[config.mk]
export PLATFORM = sky130hd
export DESIGN_NAME = codec_stream_arbiter
export DESIGN_NICKNAME = d
export VERILOG_FILES = /design/src/rtl/audio_pkg.sv /design/src/rtl/audio_mute_counter.sv /design/src/rtl/codec_stream_arbiter.sv
export SDC_FILE = /design/constraint.sdc
export NUM_CORES = 1
export LEC_CHECK = 0
export BUFFER_PORTS_ARGS = -buffer_cell sky130_fd_sc_hd__buf_2
export CORE_MARGIN = 4
export CORE_UTILIZATION = 45
export CTS_BUF_LIST = sky130_fd_sc_hd__clkbuf_4 sky130_fd_sc_hd__clkbuf_8
export CTS_CLUSTER_DIAMETER = 100
export CTS_CLUSTER_SIZE = 28
export DETAILED_ROUTE_END_ITERATION = 6
export PLACE_DENSITY = 0.88
export SYNTH_ARGS = -nofsm -noshare
export SYNTH_HDL_FRONTEND = slang
export SYNTH_SLANG_ARGS = --single-unit
[constraint.sdc]
create_clock -name CLOCK_50 -period 1.8 [get_ports CLOCK_50]
set_input_delay 0.36 -clock CLOCK_50 [delete_from_list [all_inputs] [get_ports CLOCK_50]]
set_output_delay 0.36 -clock CLOCK_50 [all_outputs]
set_load 0.01 [all_outputs]
[src/rtl/audio_pkg.sv]
// Shared audio definitions: arbiter state encoding, source ids and default sample width.
package audio_pkg;

  localparam int unsigned DATA_W_DEFAULT = 24;

  localparam logic SRC_MIC  = 1'b0;
  localparam logic SRC_TONE = 1'b1;

  typedef enum logic [1:0] {
    IDLE  = 2'd0,
    WRITE = 2'd1,
    MUTE  = 2'd2
  } arb_state_t;

endpackage

[src/rtl/audio_mute_counter.sv]
// Counts zero-sample writes during a source-switch mute; done_c flags the final write.
module audio_mute_counter #(
  parameter int unsigned MUTE_SAMPLES = 16
) (
  input  logic CLOCK_50,
  input  logic reset,
  input  logic clr,
  input  logic inc,
  output logic done_c
);

  localparam int unsigned CNT_W = $clog2(MUTE_SAMPLES + 1);
  localparam logic [CNT_W-1:0] TERM = CNT_W'(MUTE_SAMPLES);

  logic [CNT_W-1:0] count;

  // Saturating write counter, cleared on entry to a mute burst.
  always_ff @(posedge CLOCK_50) begin
    if (reset || clr) begin
      count <= '0;
    end else if (inc && (count != TERM)) begin
      count <= count + CNT_W'(1);
    end
  end

  assign done_c = inc && (count == (TERM - CNT_W'(1)));

endmodule

[src/rtl/codec_stream_arbiter.sv]
// Selects mic loopback or ROM tone as the DAC stream and forwards ADC samples to the mic path.
// Optional click-suppression mute on source switch: define CODEC_ARB_MUTE_EN.
module codec_stream_arbiter
  import audio_pkg::*;
#(
  parameter int unsigned DATA_W       = DATA_W_DEFAULT,
  parameter int unsigned MUTE_SAMPLES = 16
) (
  input  logic              CLOCK_50,
  input  logic              reset,
  input  logic              sel,
  input  logic              src0_valid,
  input  logic              src1_valid,
  input  logic [DATA_W-1:0] src0_left,
  input  logic [DATA_W-1:0] src0_right,
  input  logic [DATA_W-1:0] src1_left,
  input  logic [DATA_W-1:0] src1_right,
  output logic              src0_ack,
  output logic              src1_ack,
  input  logic              read_ready,
  input  logic              write_ready,
  output logic              read,
  output logic              write,
  input  logic [DATA_W-1:0] readdata_left,
  input  logic [DATA_W-1:0] readdata_right,
  output logic [DATA_W-1:0] writedata_left,
  output logic [DATA_W-1:0] writedata_right,
  output logic              adc_valid,
  output logic [DATA_W-1:0] adc_left,
  output logic [DATA_W-1:0] adc_right,
  output logic              active_src,
  output logic              muting
);

  if ((MUTE_SAMPLES < 1) || (MUTE_SAMPLES > 255)) begin : g_mute_range
    $error("codec_stream_arbiter: MUTE_SAMPLES must be 1..255");
  end

  arb_state_t        state, state_nxt;
  logic              active_nxt;
  logic [DATA_W-1:0] wd_left_nxt, wd_right_nxt;
  logic              cur_valid;
  logic [DATA_W-1:0] cur_left, cur_right;
  logic              adc_capture;

  assign cur_valid   = (active_src == SRC_TONE) ? src1_valid : src0_valid;
  assign cur_left    = (active_src == SRC_TONE) ? src1_left  : src0_left;
  assign cur_right   = (active_src == SRC_TONE) ? src1_right : src0_right;
  assign read        = read_ready;
  assign adc_capture = read_ready && (active_src == SRC_MIC);

`ifdef CODEC_ARB_MUTE_EN
  logic mute_clr_c, mute_inc_c, mute_done_c;

  audio_mute_counter #(
    .MUTE_SAMPLES(MUTE_SAMPLES)
  ) u_mute_counter (
    .CLOCK_50(CLOCK_50),
    .reset   (reset),
    .clr     (mute_clr_c),
    .inc     (mute_inc_c),
    .done_c  (mute_done_c)
  );

  assign muting = (state == MUTE);
`else
  assign muting = 1'b0;
`endif

  always_ff @(posedge CLOCK_50) begin
    if (reset) begin
      state <= IDLE;
    end else begin
      state <= state_nxt;
    end
  end

  // Next state, handshakes and next values of the DAC-side registers.
  always_comb begin
    state_nxt    = state;
    active_nxt   = active_src;
    wd_left_nxt  = writedata_left;
    wd_right_nxt = writedata_right;
    src0_ack     = 1'b0;
    src1_ack     = 1'b0;
    write        = 1'b0;
`ifdef CODEC_ARB_MUTE_EN
    mute_clr_c   = 1'b0;
    mute_inc_c   = 1'b0;
`endif
    case (state)
      IDLE: begin
        if (sel != active_src) begin
          active_nxt = sel;
`ifdef CODEC_ARB_MUTE_EN
          state_nxt    = MUTE;
          mute_clr_c   = 1'b1;
          wd_left_nxt  = '0;
          wd_right_nxt = '0;
`endif
        end else if (cur_valid) begin
          src0_ack     = (active_src == SRC_MIC);
          src1_ack     = (active_src == SRC_TONE);
          wd_left_nxt  = cur_left;
          wd_right_nxt = cur_right;
          state_nxt    = WRITE;
        end
      end
      WRITE: begin
        write = write_ready;
        if (write_ready) begin
          state_nxt = IDLE;
        end
      end
`ifdef CODEC_ARB_MUTE_EN
      MUTE: begin
        write      = write_ready;
        mute_inc_c = write_ready;
        if (mute_done_c) begin
          state_nxt = IDLE;
        end
      end
`endif
      default: state_nxt = IDLE;
    endcase
    // A reset cycle drops any pending sample without handshaking.
    if (reset) begin
      src0_ack = 1'b0;
      src1_ack = 1'b0;
      write    = 1'b0;
    end
  end

  always_ff @(posedge CLOCK_50) begin
    if (reset) begin
      active_src      <= SRC_MIC;
      writedata_left  <= '0;
      writedata_right <= '0;
      adc_valid       <= 1'b0;
      adc_left        <= '0;
      adc_right       <= '0;
    end else begin
      active_src      <= active_nxt;
      writedata_left  <= wd_left_nxt;
      writedata_right <= wd_right_nxt;
      adc_valid       <= adc_capture;
      if (adc_capture) begin
        adc_left  <= readdata_left;
        adc_right <= readdata_right;
      end
    end
  end

endmodule

==> reports/results.env, run 1 <==
ROW_COUNT=35
POWER_DENSITY_nW_PER_UM2=850.6
VIAS=4361
WORSTSETUPSTARTPOINTTYPE='flop'
SEQ_AREA_FRAC_SYNTH=0.4699
GLOBAL_ROUTE_WIRE_LENGTH_BEFORE_REPAIR_UM=20160
YS.FLOP_TYPE='dfxtp_1'
VIA_COUNT_OF_THE_FIRST_GLOBAL_ROUTING_PASS=4235
POST_SYNTH_NUM_CELL_TYPES=21
SYNTHESIS.INSTANCES=501
CLOCK_PIN_SLEW_ON_THE_WORST_SETUP_AND_HOLD_PATHS_NS=0.10
MIN_FROM='readdata_right[14]'
VIAS_PER_CELL=5.179
DIE_FOOTPRINT_UM2=10990
CTS-HTREE-LEVELS=3
AVERAGE_ROUTED_WIRE_PER_STANDARD_CELL_UM=14.77
DP_HPWL_UM=9556
FINAL.MIN_CLOCK_PERIOD_NS=1.767
DRTPASS1ITERATIONS=4
FIN_TOTAL_PWR_mW=4.923
ANTENNA_FOUND_INITIAL=0
DRCVIOLATIONCOUNT=0
POST_DP_CELL_AREA_UM2=5580
CLOCKBUFFERDEPTH=2
CLOCKROOTBUFFER='clkbuf_8'
PLACE_WS_NS=0.01977
CLK-INSERTION-DELAY-LATE_NS=0.35
TYPE_OF_THE_SETUP_PATH_WITH_THE_LEAST_SLACK='flop to output port'
CTS.SINK_COUNT=99
SYNTH_EDF_COUNT=0
CTSHOLDBUFFERS=0
PATH_MAX_FANOUT=4
FINAL_STD_CELL_AREA_NO_FILL_UM2=5788
SYNTH_SEQ_CELLS=99
INITIAL_UTIL=0.4586
GP_CONGESTION=0.8193
CRIT_START='active_src$_SDFFE_PP0P_'
CORE-AREA_UM2=9196
MAX_CLOCK_FREQ_MHz=566.0
SYNTH_AREA_LEADER='dfxtp_1'
TIMING.FINAL.SETUP_VIOLATIONS=0
FLOORPLAN.DIE.HEIGHT_UM=104.8
HOLD_VIOL=0
POST-CTS-SETUP-BUFFER-COUNT=0
SETUP.WORST_PATH.END_CLASS='output port'
HOLD_CLASS='primary input to flop'
TIMING.RR.START='active_src$_SDFFE_PP0P_'
SETUP_SLACK_NS=0.03316
POST_SYNTH_TOP_AREA_SHARE=0.4699
DRT_ITER0_DRC=260
MAX_TRANSITION_VIOLS_FINAL=0
POWER.LEAKAGE_nW=2.700
DRIVE_GT1_FRAC=0.4063
SYNTHARSTFLOPSHARE=0
SYNTH_NETS=652
CAP_VIOLATIONS=0
FIN_WORST_HOLD_SLACK_NS=0.2336
CTS_TREE='built'
ANTENNA_CELLS=0
SYN_AREA_UM2=4218
FINALWIRELENGTH_UM=12440
FINALNETCOUNT=878
ANTENNA_VIOLATING_NETS_POST_ROUTE=0
CRITICAL_PATH_ARRIVAL_NS=1.41
PIN_COUNT=254
POST_SYNTH_MAIN_AREA_CONTRIBUTORS='dfxtp_1, nand2_1, a211oi_1, a221oi_1, nor2b_1'
CP_DATA_REQUIRED_TIME_NS=1.44
BUFFER_PORTS.INSERTED=252
OUTCOME='finished, final reports clean'
POSTLAYOUTCOREUTIL=0.6294
WORST_IR_DROP_VDD_V=0.0004948
SYNTH-WARNING-COUNT=0
SYNTH_AREA_PER_CELL_UM2=8.419
WORST_CLOCK_SKEW_NS=0.007046
SETUP_REPAIR_AFTER_GLOBAL_ROUTING_MISSED_ITS_MARGIN='yes'
CTS_MADE_BUFFERS=9
GR-TOTAL-OVERFLOW=0
FINALCRITPERIODSHARE=0.9816
FP.DIEW_UM=104.8
RRSETUPSLACK_NS=0.17
GRTUSAGETOTAL=0.2227
LARGEST_NET_DEGREE_AT_THE_START_OF_GLOBAL_ROUTING=56
SYN2LAYOUT_AREA_GROWTH_PCT=37.23
worst max-delay path, cell delays in order (launching register included):
cell and delay [ns]:
dfxtp_4 0.36, or3b_4 0.42, nor3_2 0.11, buf_2 0.17
final timing paths:
check | to | cells after the start
max | src0_ack | 3
min | adc_right[14]$_SDFFE_PP0P_ | 3
max reg2reg | writedata_left[9]$_SDFFE_PP0P_ | 4
min reg2reg | adc_right[5]$_SDFFE_PP0P_ | 2
cells in the final DEF (no fill, tap or decap):
| cell | count |
|---|---|
| a211oi_1 | 48 |
| a21o_2 | 1 |
| a21oi_1 | 49 |
| a221oi_1 | 38 |
| a221oi_2 | 10 |
| buf_12 | 6 |
| buf_2 | 251 |
| buf_4 | 8 |
| bufinv_16 | 1 |
| clkbuf_8 | 9 |
| clkinvlp_4 | 2 |
| conb_1 | 1 |
| dfxtp_1 | 97 |
| dfxtp_4 | 2 |
| inv_1 | 48 |
| inv_6 | 2 |
| inv_8 | 1 |
| mux2i_1 | 1 |
| nand2_1 | 97 |
| nand2_2 | 1 |
| nand2b_1 | 2 |
| nand3_1 | 1 |
| nor2_1 | 3 |
| nor2b_1 | 48 |
| nor2b_2 | 1 |
| nor3_1 | 1 |
| nor3_2 | 1 |
| or3b_4 | 1 |
metal layers:
| metal | GRT usage | share of wire |
|---|---|---|
| met5 | 0 | 0 |
| met1 | 0.2601 | 0.39 |
| met2 | 0.4005 | 0.53 |
| met3 | 0.06177 | 0.059 |
| met4 | 0.05623 | 0.020 |
sequential cells by signal, indices dropped and copies added (netlist names):
name,count
active_src,1
adc_left,24
adc_right,24
adc_valid,1
state,1
writedata_left,24
writedata_right,24
cells by family after synthesis:
logic type	Yosys count	synth area share
AOI/OAI and AO/OA	146	0.2599
buffers and inverters	98	0.09581
DFF	99	0.4699
muxes	1	0.002373
other	1	0.0008891
and+or+nand+nor	156	0.1712
cell type report:
type	instances	area, µm²
fill	786	3408
sequential	99	1989
multi-input combinational	304	1846
timing repair buffer	265	1436
inverter	48	180.2
tap	111	138.9
clock buffer	9	123.9
clock inverter	6	73.82
timing repair:
action	CTS	global route
endpoints found under the setup margin	2	1
endpoints found under the hold margin	0	0
gates resized for setup	3	0
Yosys cell counts (3+ instances only):
cell,count
nor2_1,3
buf_1,4
a221oi_2,10
a221oi_1,38
dfxtp_1,99
nand2_1,98
nor2b_1,49
buf_2,11
a211oi_1,48
inv_1,48
a21oi_1,49
clkbuf_1,31
per-stage QoR:
step,TNS (ns),instances
after floorplan,0,501
after global placement,0,827
after detailed placement,0,827
after CTS,0,842
after global routing,-0.06490,842
final,0,842
where the power goes:
part / switching (mW) / internal [mW] / total [mW]
clock: 0.787 / 0.655 / 1.44
sequential: 0.0944 / 2.35 / 2.45
combinational: 0.555 / 0.479 / 1.03
total: 1.44 / 3.49 / 4.92
Note: power is estimated with default switching activity, not from simulation.
==> run 2, diff against run 1 <==
CORE_UTILIZATION = 35   (was 45)
GPL_ROUTABILITY_DRIVEN = 0   (was unset)
PLACE_DENSITY = 0.72   (was 0.88)
clock period = 1.7 ns   (was 1.8 ns; I/O delays follow)
==> run 2 against run 1 <==
Clock-buffer cell count increased by 1; largest power group unchanged; total power grew 7.5%; sequential power rose by 5%; the run now ends with setup timing left; global-route usage down 5.1 points; register-to-register slack got worse by 0.09 ns.
==> reports/results.env, run 2 (synthesis results as in run 1) <==
FINAL.MIN_CLOCK_PERIOD_NS=1.701
DRCVIOLATIONCOUNT=0  # unchanged
HOLDPATHSTAGES=3  # unchanged
CLK-INSERTION-DELAY-LATE_NS=0.36  # about the same
ANTENNA_VIOLATING_NETS_POST_ROUTE=0  # unchanged
CTS_MADE_BUFFERS=9  # unchanged
CLOCK_POWER_SHARE=0.299  # +0.006
FINAL_STD_CELL_AREA_NO_FILL_UM2=5929  # +2.4%
SETUP_SLACK_NS=-0.001045  # -0.03420 ns
CRIT_SLOWEST_CELL='or3b_4'
FINALNETCOUNT=879  # +0.11%
FINAL_CELL_MIX='buf_2, nand2_1, dfxtp_1'
MAX_INCR_DELAY_ON_CP_NS=0.39  # -0.03 ns
FINALWIRELENGTH_UM=12660  # +1.7%
VIAS=4278  # -1.9%
BUFFER_PORTS.INSERTED=252  # unchanged
CTSHOLDBUFFERS=0  # unchanged
POWER.SWITCHING_FRACTION=0.2904  # -0.001418
HOLD_VIOL=0  # unchanged
ANTENNA_CELLS=0  # unchanged
FINALSETUPTNS_NS=-0.001045  # -0.001045 ns
WORST_IR_DROP_VDD_V=0.0004309  # -13%
TIMING.CRITICAL_PATH.CELLS='or3b_4, nor3_2, buf_2'
HOLD_CLASS='primary input to flop'
SHARE_COMB_OF_TOTAL_POWER=0.214  # +0.004
TYPE_OF_THE_SETUP_PATH_WITH_THE_LEAST_SLACK='flop to output port'
PIN_COUNT=254  # unchanged
SETUP.WORST_PATH.END_CLASS='output port'
GRTUSAGETOTAL=0.1718  # -0.05088
TIMING.FINAL.SETUP_VIOLATIONS=1  # +1
CLOCK_PIN_SLEW_ON_THE_WORST_SETUP_AND_HOLD_PATHS_NS=0.10  # about the same
DRTPASS1ITERATIONS=4  # unchanged
GLOBAL_ROUTE_WIRE_LENGTH_BEFORE_REPAIR_UM=19860  # -1.5%
CTS_TREE='built'
CTS.SINK_COUNT=99  # unchanged
CORE-AREA_UM2=11610  # +26%
CAP_VIOLATIONS=0  # unchanged
LARGEST_NET_DEGREE_AT_THE_START_OF_GLOBAL_ROUTING=92  # +64%
POST_DP_CELL_AREA_UM2=5630  # +0.90%
PLACE_WS_NS=-0.008575  # -0.02835 ns
SETUP_REPAIR_AFTER_GLOBAL_ROUTING_MISSED_ITS_MARGIN='yes'
VIAS_PER_CELL=4.884  # -5.7%
POWER_DENSITY_nW_PER_UM2=892.7  # +4.9%
INITIAL_UTIL=0.3632  # -0.09546
CRITICAL_PATH_ARRIVAL_NS=1.36  # -0.05 ns
SYN2LAYOUT_AREA_GROWTH_PCT=40.58
DP_HPWL_UM=9049  # -5.3%
FP.DIEW_UM=117.8  # +12%
ANTENNA_FOUND_INITIAL=0  # unchanged
FLOORPLAN.DIE.HEIGHT_UM=117.8  # +12%
AVERAGE_ROUTED_WIRE_PER_STANDARD_CELL_UM=14.45  # -2.2%
CLOCKROOTBUFFER='clkbuf_8'
MAX_TRANSITION_VIOLS_FINAL=0  # unchanged
STDCELL_COUNT=876  # +4.0%
CLOCKBUFFERDEPTH=2  # unchanged
DRT_ITER0_DRC=227  # -13%
VIA_COUNT_OF_THE_FIRST_GLOBAL_ROUTING_PASS=3955  # -6.6%
DIE_FOOTPRINT_UM2=13870  # +26%
FAILED_CHECKS='setup timing'
FIN_WORST_HOLD_SLACK_NS=0.2076  # -0.02604 ns
WORSTSETUPSTARTPOINTTYPE='flop'
FINALCRITPERIODSHARE=1.001
POWER.LEAKAGE_nW=2.739  # +1.5%
OUTCOME='finished with violations'
FINAL_COMMON_CELL='buf_2'
DRIVE_GT1_FRAC=0.4175  # +0.01117
PATH_MAX_FANOUT=3  # -1
MAX_CLOCK_FREQ_MHz=587.9
PLACE_INST=858  # +3.7%
CTS-HTREE-LEVELS=3  # unchanged
ROW_COUNT=39  # +11%
CP_DATA_REQUIRED_TIME_NS=1.36  # -0.08 ns
WORST_CLOCK_SKEW_NS=0.007277  # +0.0002314 ns
WORSTREGTOREGCELLS=4  # unchanged
SWITCHINGPOWER_mW=1.537  # +7.0%
CELLINTERNALPOWER_mW=3.756  # +7.7%
GR-TOTAL-OVERFLOW=0  # unchanged
POWER_FRAC_SEQ=0.487  # -0.010
[run 2: cell types whose count changed in the layout (fill, tap and decap cells not counted), moves of 2 or more]
cell,change
a221oi_1,-5
a221oi_2,+5
clkinvlp_4,-2
inv_6,+2
[run 2: final cells by class]
cell class | count | area (µm²)
fill | 1172 | 5684
multi-input combinational | 304 | 1892
sequential | 99 | 1989
clock buffer | 10 | 137.6
timing repair buffer | 266 | 1481
inverter | 48 | 180.2
tap | 143 | 178.9
clock inverter | 6 | 70.07
[run 2: power by group through the flow]
| stage | Clock [mW] | Combinational, mW | Sequential [mW] |
|---|---|---|---|
| floorplan | 0 | 0.539 | 2.71 |
| global placement | 0 | 1.10 | 2.63 |
| detailed placement | 0 | 1.11 | 2.63 |
| CTS | 1.64 | 1.11 | 2.58 |
| global route | 1.73 | 1.25 | 2.60 |
| finish | 1.58 | 1.13 | 2.58 |
[run 2: path summary, 6_finish.rpt]
check        slack, ns                              end                        from
max             -0.001                         src0_ack     active_src$_SDFFE_PP0P_
min               0.21       adc_right[18]$_SDFFE_PP0P_          readdata_right[18]
max reg2reg       0.08  writedata_left[17]$_SDFFE_PP0P_     active_src$_SDFFE_PP0P_
min reg2reg       0.45       adc_right[19]$_SDFFE_PP0P_  adc_right[19]$_SDFFE_PP0P_
[run 2: through the flow]
step	utilization	power (mW)
after floorplan	-	3.247
after global placement	0.4848	3.726
after detailed placement	0.4848	3.742
after CTS	0.5038	5.331
after global routing	0.5106	5.581
final	0.5106	5.293
[run 2: critical path: cells and delay by family (launching register included)]
family | cells | cell delay, ns
buffers and inverters | 1 | 0.16
DFF | 1 | 0.36
and+or+nand+nor | 2 | 0.49
[run 2: repair_timing]
action / CTS / global route
pin swaps: 1 / 0
setup endpoints to repair: 2 / 10
setup buffers: 1 / 1
gates cloned: 0 / 1
gates resized for setup: 3 / 8
[run 2: metal layers]
layer  global-route usage  vias to the layer above  wire length, µm
met2               0.2921                      136             6363
met3              0.03700                       21              691
met1               0.2101                     1954             5287
met5                    0                        -                0
li1                     -                     2167                -
met4              0.07179                        0              312
==> run 3, diff against run 2 <==
CORE_UTILIZATION = 40   (was 35)
PLACE_DENSITY = 0.8   (was 0.72)
TNS_END_PERCENT = 1   (was unset)
==> run 3 against run 2 <==
The flow now finishes without violations; core utilization is 6.2 points higher; total power fell by 0.43%; cell area fell by 0.74%; setup slack improved by 0.032 ns; via count grew 1.8%; clock-buffer cell count unchanged; critical path depth did not move; critical endpoint unchanged.
==> reports/results.env, run 3 (synthesis results as in run 1) <==
PLACE_INST=851  # -0.82%
VIAS=4357  # +1.8%
CLOCKBUFFERDEPTH=2  # unchanged
MAX_CLOCK_FREQ_MHz=599.1  # +1.9%
AREA_USED_BY_MULTI_INPUT_COMBINATIONAL_LOGIC_UM2=1856  # -1.9%
CTS-HTREE-LEVELS=3  # unchanged
ROW_COUNT=37  # -5.1%
DRCVIOLATIONCOUNT=0  # unchanged
WORST_IR_DROP_VDD_V=0.0005928  # +38%
ANTENNA_CELLS=0  # unchanged
POST-CTS-SETUP-BUFFER-COUNT=0  # -1
POWER.LEAKAGE_nW=2.724  # -0.54%
TIMING.FINAL.SETUP_VIOLATIONS=0  # -1
STDCELL_COUNT=868  # -0.91%
LARGEST_NET_DEGREE_AT_THE_START_OF_GLOBAL_ROUTING=72  # -22%
CTS_TREE='built'
OUTCOME='finished, final reports clean'
ANTENNA_FOUND_INITIAL=0  # unchanged
FINAL_COMMON_CELL='buf_2'
REGAREA_UM2=1989  # unchanged
FINALNETCOUNT=878  # -0.11%
RR_ENDPOINT='writedata_left[17]$_SDFFE_PP0P_'
DRT_ITER0_DRC=250  # +10%
SETUP_SLACK_NS=0.03087  # +0.03192 ns
AVERAGE_ROUTED_WIRE_PER_STANDARD_CELL_UM=15.17  # +5.0%
POWER_DENSITY_nW_PER_UM2=895.5  # +0.31%
CLOCK_PIN_SLEW_ON_THE_WORST_SETUP_AND_HOLD_PATHS_NS=0.11  # about the same
FINALCRITPERIODSHARE=0.9818  # -0.01877
CLOCKROOTBUFFER='clkbuf_8'
WORSTSETUPSTARTPOINTTYPE='flop'
TYPE_OF_THE_SETUP_PATH_WITH_THE_LEAST_SLACK='flop to output port'
N_FILL_CELL=958  # -18%
CORE-AREA_UM2=10280  # -12%
GLOBAL_ROUTE_WIRE_LENGTH_BEFORE_REPAIR_UM=21000  # +5.7%
DIE_FOOTPRINT_UM2=12250  # -12%
CRITICAL_PATH_ARRIVAL_NS=1.33  # -0.03 ns
FINALWIRELENGTH_UM=13170  # +4.0%
FINAL_CELL_MIX='buf_2, nand2_1, dfxtp_1'
GR-TOTAL-OVERFLOW=0  # unchanged
WORSTHOLDENDPOINT='adc_right[15]$_SDFFE_PP0P_'
INITIAL_UTIL=0.4104  # +0.04722
MIN_FROM='readdata_right[15]'
ANTENNA_VIOLATING_NETS_POST_ROUTE=0  # unchanged
SYN2LAYOUT_AREA_GROWTH_PCT=39.54
GRTUSAGETOTAL=0.2045  # +0.03271
VIA_COUNT_OF_THE_FIRST_GLOBAL_ROUTING_PASS=4333  # +9.6%
CLK-INSERTION-DELAY-LATE_NS=0.35  # about the same
DP_HPWL_UM=9725  # +7.5%
WORST_CLOCK_SKEW_NS=0.01746  # +0.01018 ns
TIMING.RR.START='active_src$_SDFFE_PP0P_'
PIN_COUNT=254  # unchanged
PATH_MAX_FANOUT=3  # unchanged
BUFFER_PORTS.INSERTED=252  # unchanged
CTSHOLDBUFFERS=0  # unchanged
DRTPASS1ITERATIONS=6  # +2
SETUP_REPAIR_AFTER_GLOBAL_ROUTING_MISSED_ITS_MARGIN='yes'
HOLDPATHSTAGES=3  # unchanged
SETUP.WORST_PATH.END_CLASS='output port'
CP_DATA_REQUIRED_TIME_NS=1.36  # about the same
CTS.SINK_COUNT=99  # unchanged
WORSTREGTOREGCELLS=4  # unchanged
VIAS_PER_CELL=5.020  # +2.8%
PLACE_WS_NS=-0.05898  # -0.05041 ns
DRIVE_GT1_FRAC=0.4098  # -0.007626
MAX_TRANSITION_VIOLS_FINAL=0  # unchanged
HOLD_CLASS='primary input to flop'
CTS_MADE_BUFFERS=9  # unchanged
CAP_VIOLATIONS=0  # unchanged
FINAL.MIN_CLOCK_PERIOD_NS=1.669  # -0.03192 ns
HOLD_VIOL=0  # unchanged
FLOORPLAN.DIE.HEIGHT_UM=110.7  # -6.0%
FP.DIEW_UM=110.7  # -6.0%
RRSETUPSLACK_NS=0.09  # about the same
==> run 3: cell types whose count changed in the layout (fill, tap and decap cells not counted), sizes merged <==
cell and change:
clkbuf -1, inv -2, buf -1, bufbuf +1, clkinvlp +2
==> run 3: power breakdown <==
part | total [mW] | switching [mW] | leakage, nW | internal, mW
clock | 1.56 | 0.840 | 0.0984 | 0.716
combinational | 1.13 | 0.603 | 1.81 | 0.524
sequential | 2.59 | 0.0960 | 0.816 | 2.49
total | 5.27 | 1.54 | 2.72 | 3.73
==> run 3: layout make-up <==
| type | instances | share of cell area |
|---|---|---|
| Sequential cell | 99 | 0.3380 |
| Timing Repair Buffer | 265 | 0.2523 |
| Tap cell | 136 | 0.02891 |
| Clock inverter | 6 | 0.01254 |
| Clock buffer | 10 | 0.02232 |
| Inverter | 48 | 0.03061 |
| Multi-Input combinational cell | 304 | 0.3153 |
==> run 3: worst max-delay path, cell delays in order, from the launching register on <==
cell and delay [ns]:
dfxtp_4 0.35, or3b_4 0.40, nor3_2 0.10, buf_2 0.14
==> run 3: timing repair <==
item | 4_1_cts | 5_1_grt
setup endpoints to repair | 3 | 4
pin swaps | 1 | 0
cloned | 1 | 0
resized for setup | 5 | 2
==> run 3: worst max-delay path by stage <==
stage | startpoint | endpoint | slack [ns] | cells after the start
3_5_place_dp | sel | writedata_left[19]$_SDFFE_PP0P_ | -0.06 | 5
3_3_place_gp | sel | writedata_left[2]$_SDFFE_PP0P_ | 0.03 | 5
5_1_grt | active_src$_SDFFE_PP0P_ | src0_ack | -0.04 | 3
6_report | active_src$_SDFFE_PP0P_ | src0_ack | 0.03 | 3
2_1_floorplan | active_src$_SDFFE_PP0P_ | writedata_right[10]$_SDFFE_PP0P_ | 0.16 | 5
4_1_cts | active_src$_SDFFE_PP0P_ | src0_ack | 0.004 | 3
==> run 3: per-layer routing <==
layer	vias to the layer above	part of all wire	track usage
met1	1995	0.40	0.2404
met3	32	0.056	0.03657
met5	-	0	0
li1	2167	-	-
met4	0	0.030	0.08292
met2	163	0.51	0.3661
==> run 3: metrics by stage <==
step | power, mW | hold WS (ns) | cell area [µm²] | util | setup TNS, ns
after floorplan | 3.247 | 0.4760 | 4218 | - | 0
after detailed placement | 3.748 | 0.4432 | 5617 | 0.5465 | -0.7720
final | 5.270 | 0.2102 | 5886 | 0.5727 | 0
after CTS | 5.327 | 0.1927 | 5879 | 0.5721 | 0
after global placement | 3.705 | 0.4387 | 5617 | 0.5465 | 0
after global routing | 5.559 | 0.1821 | 5886 | 0.5727 | -0.03684
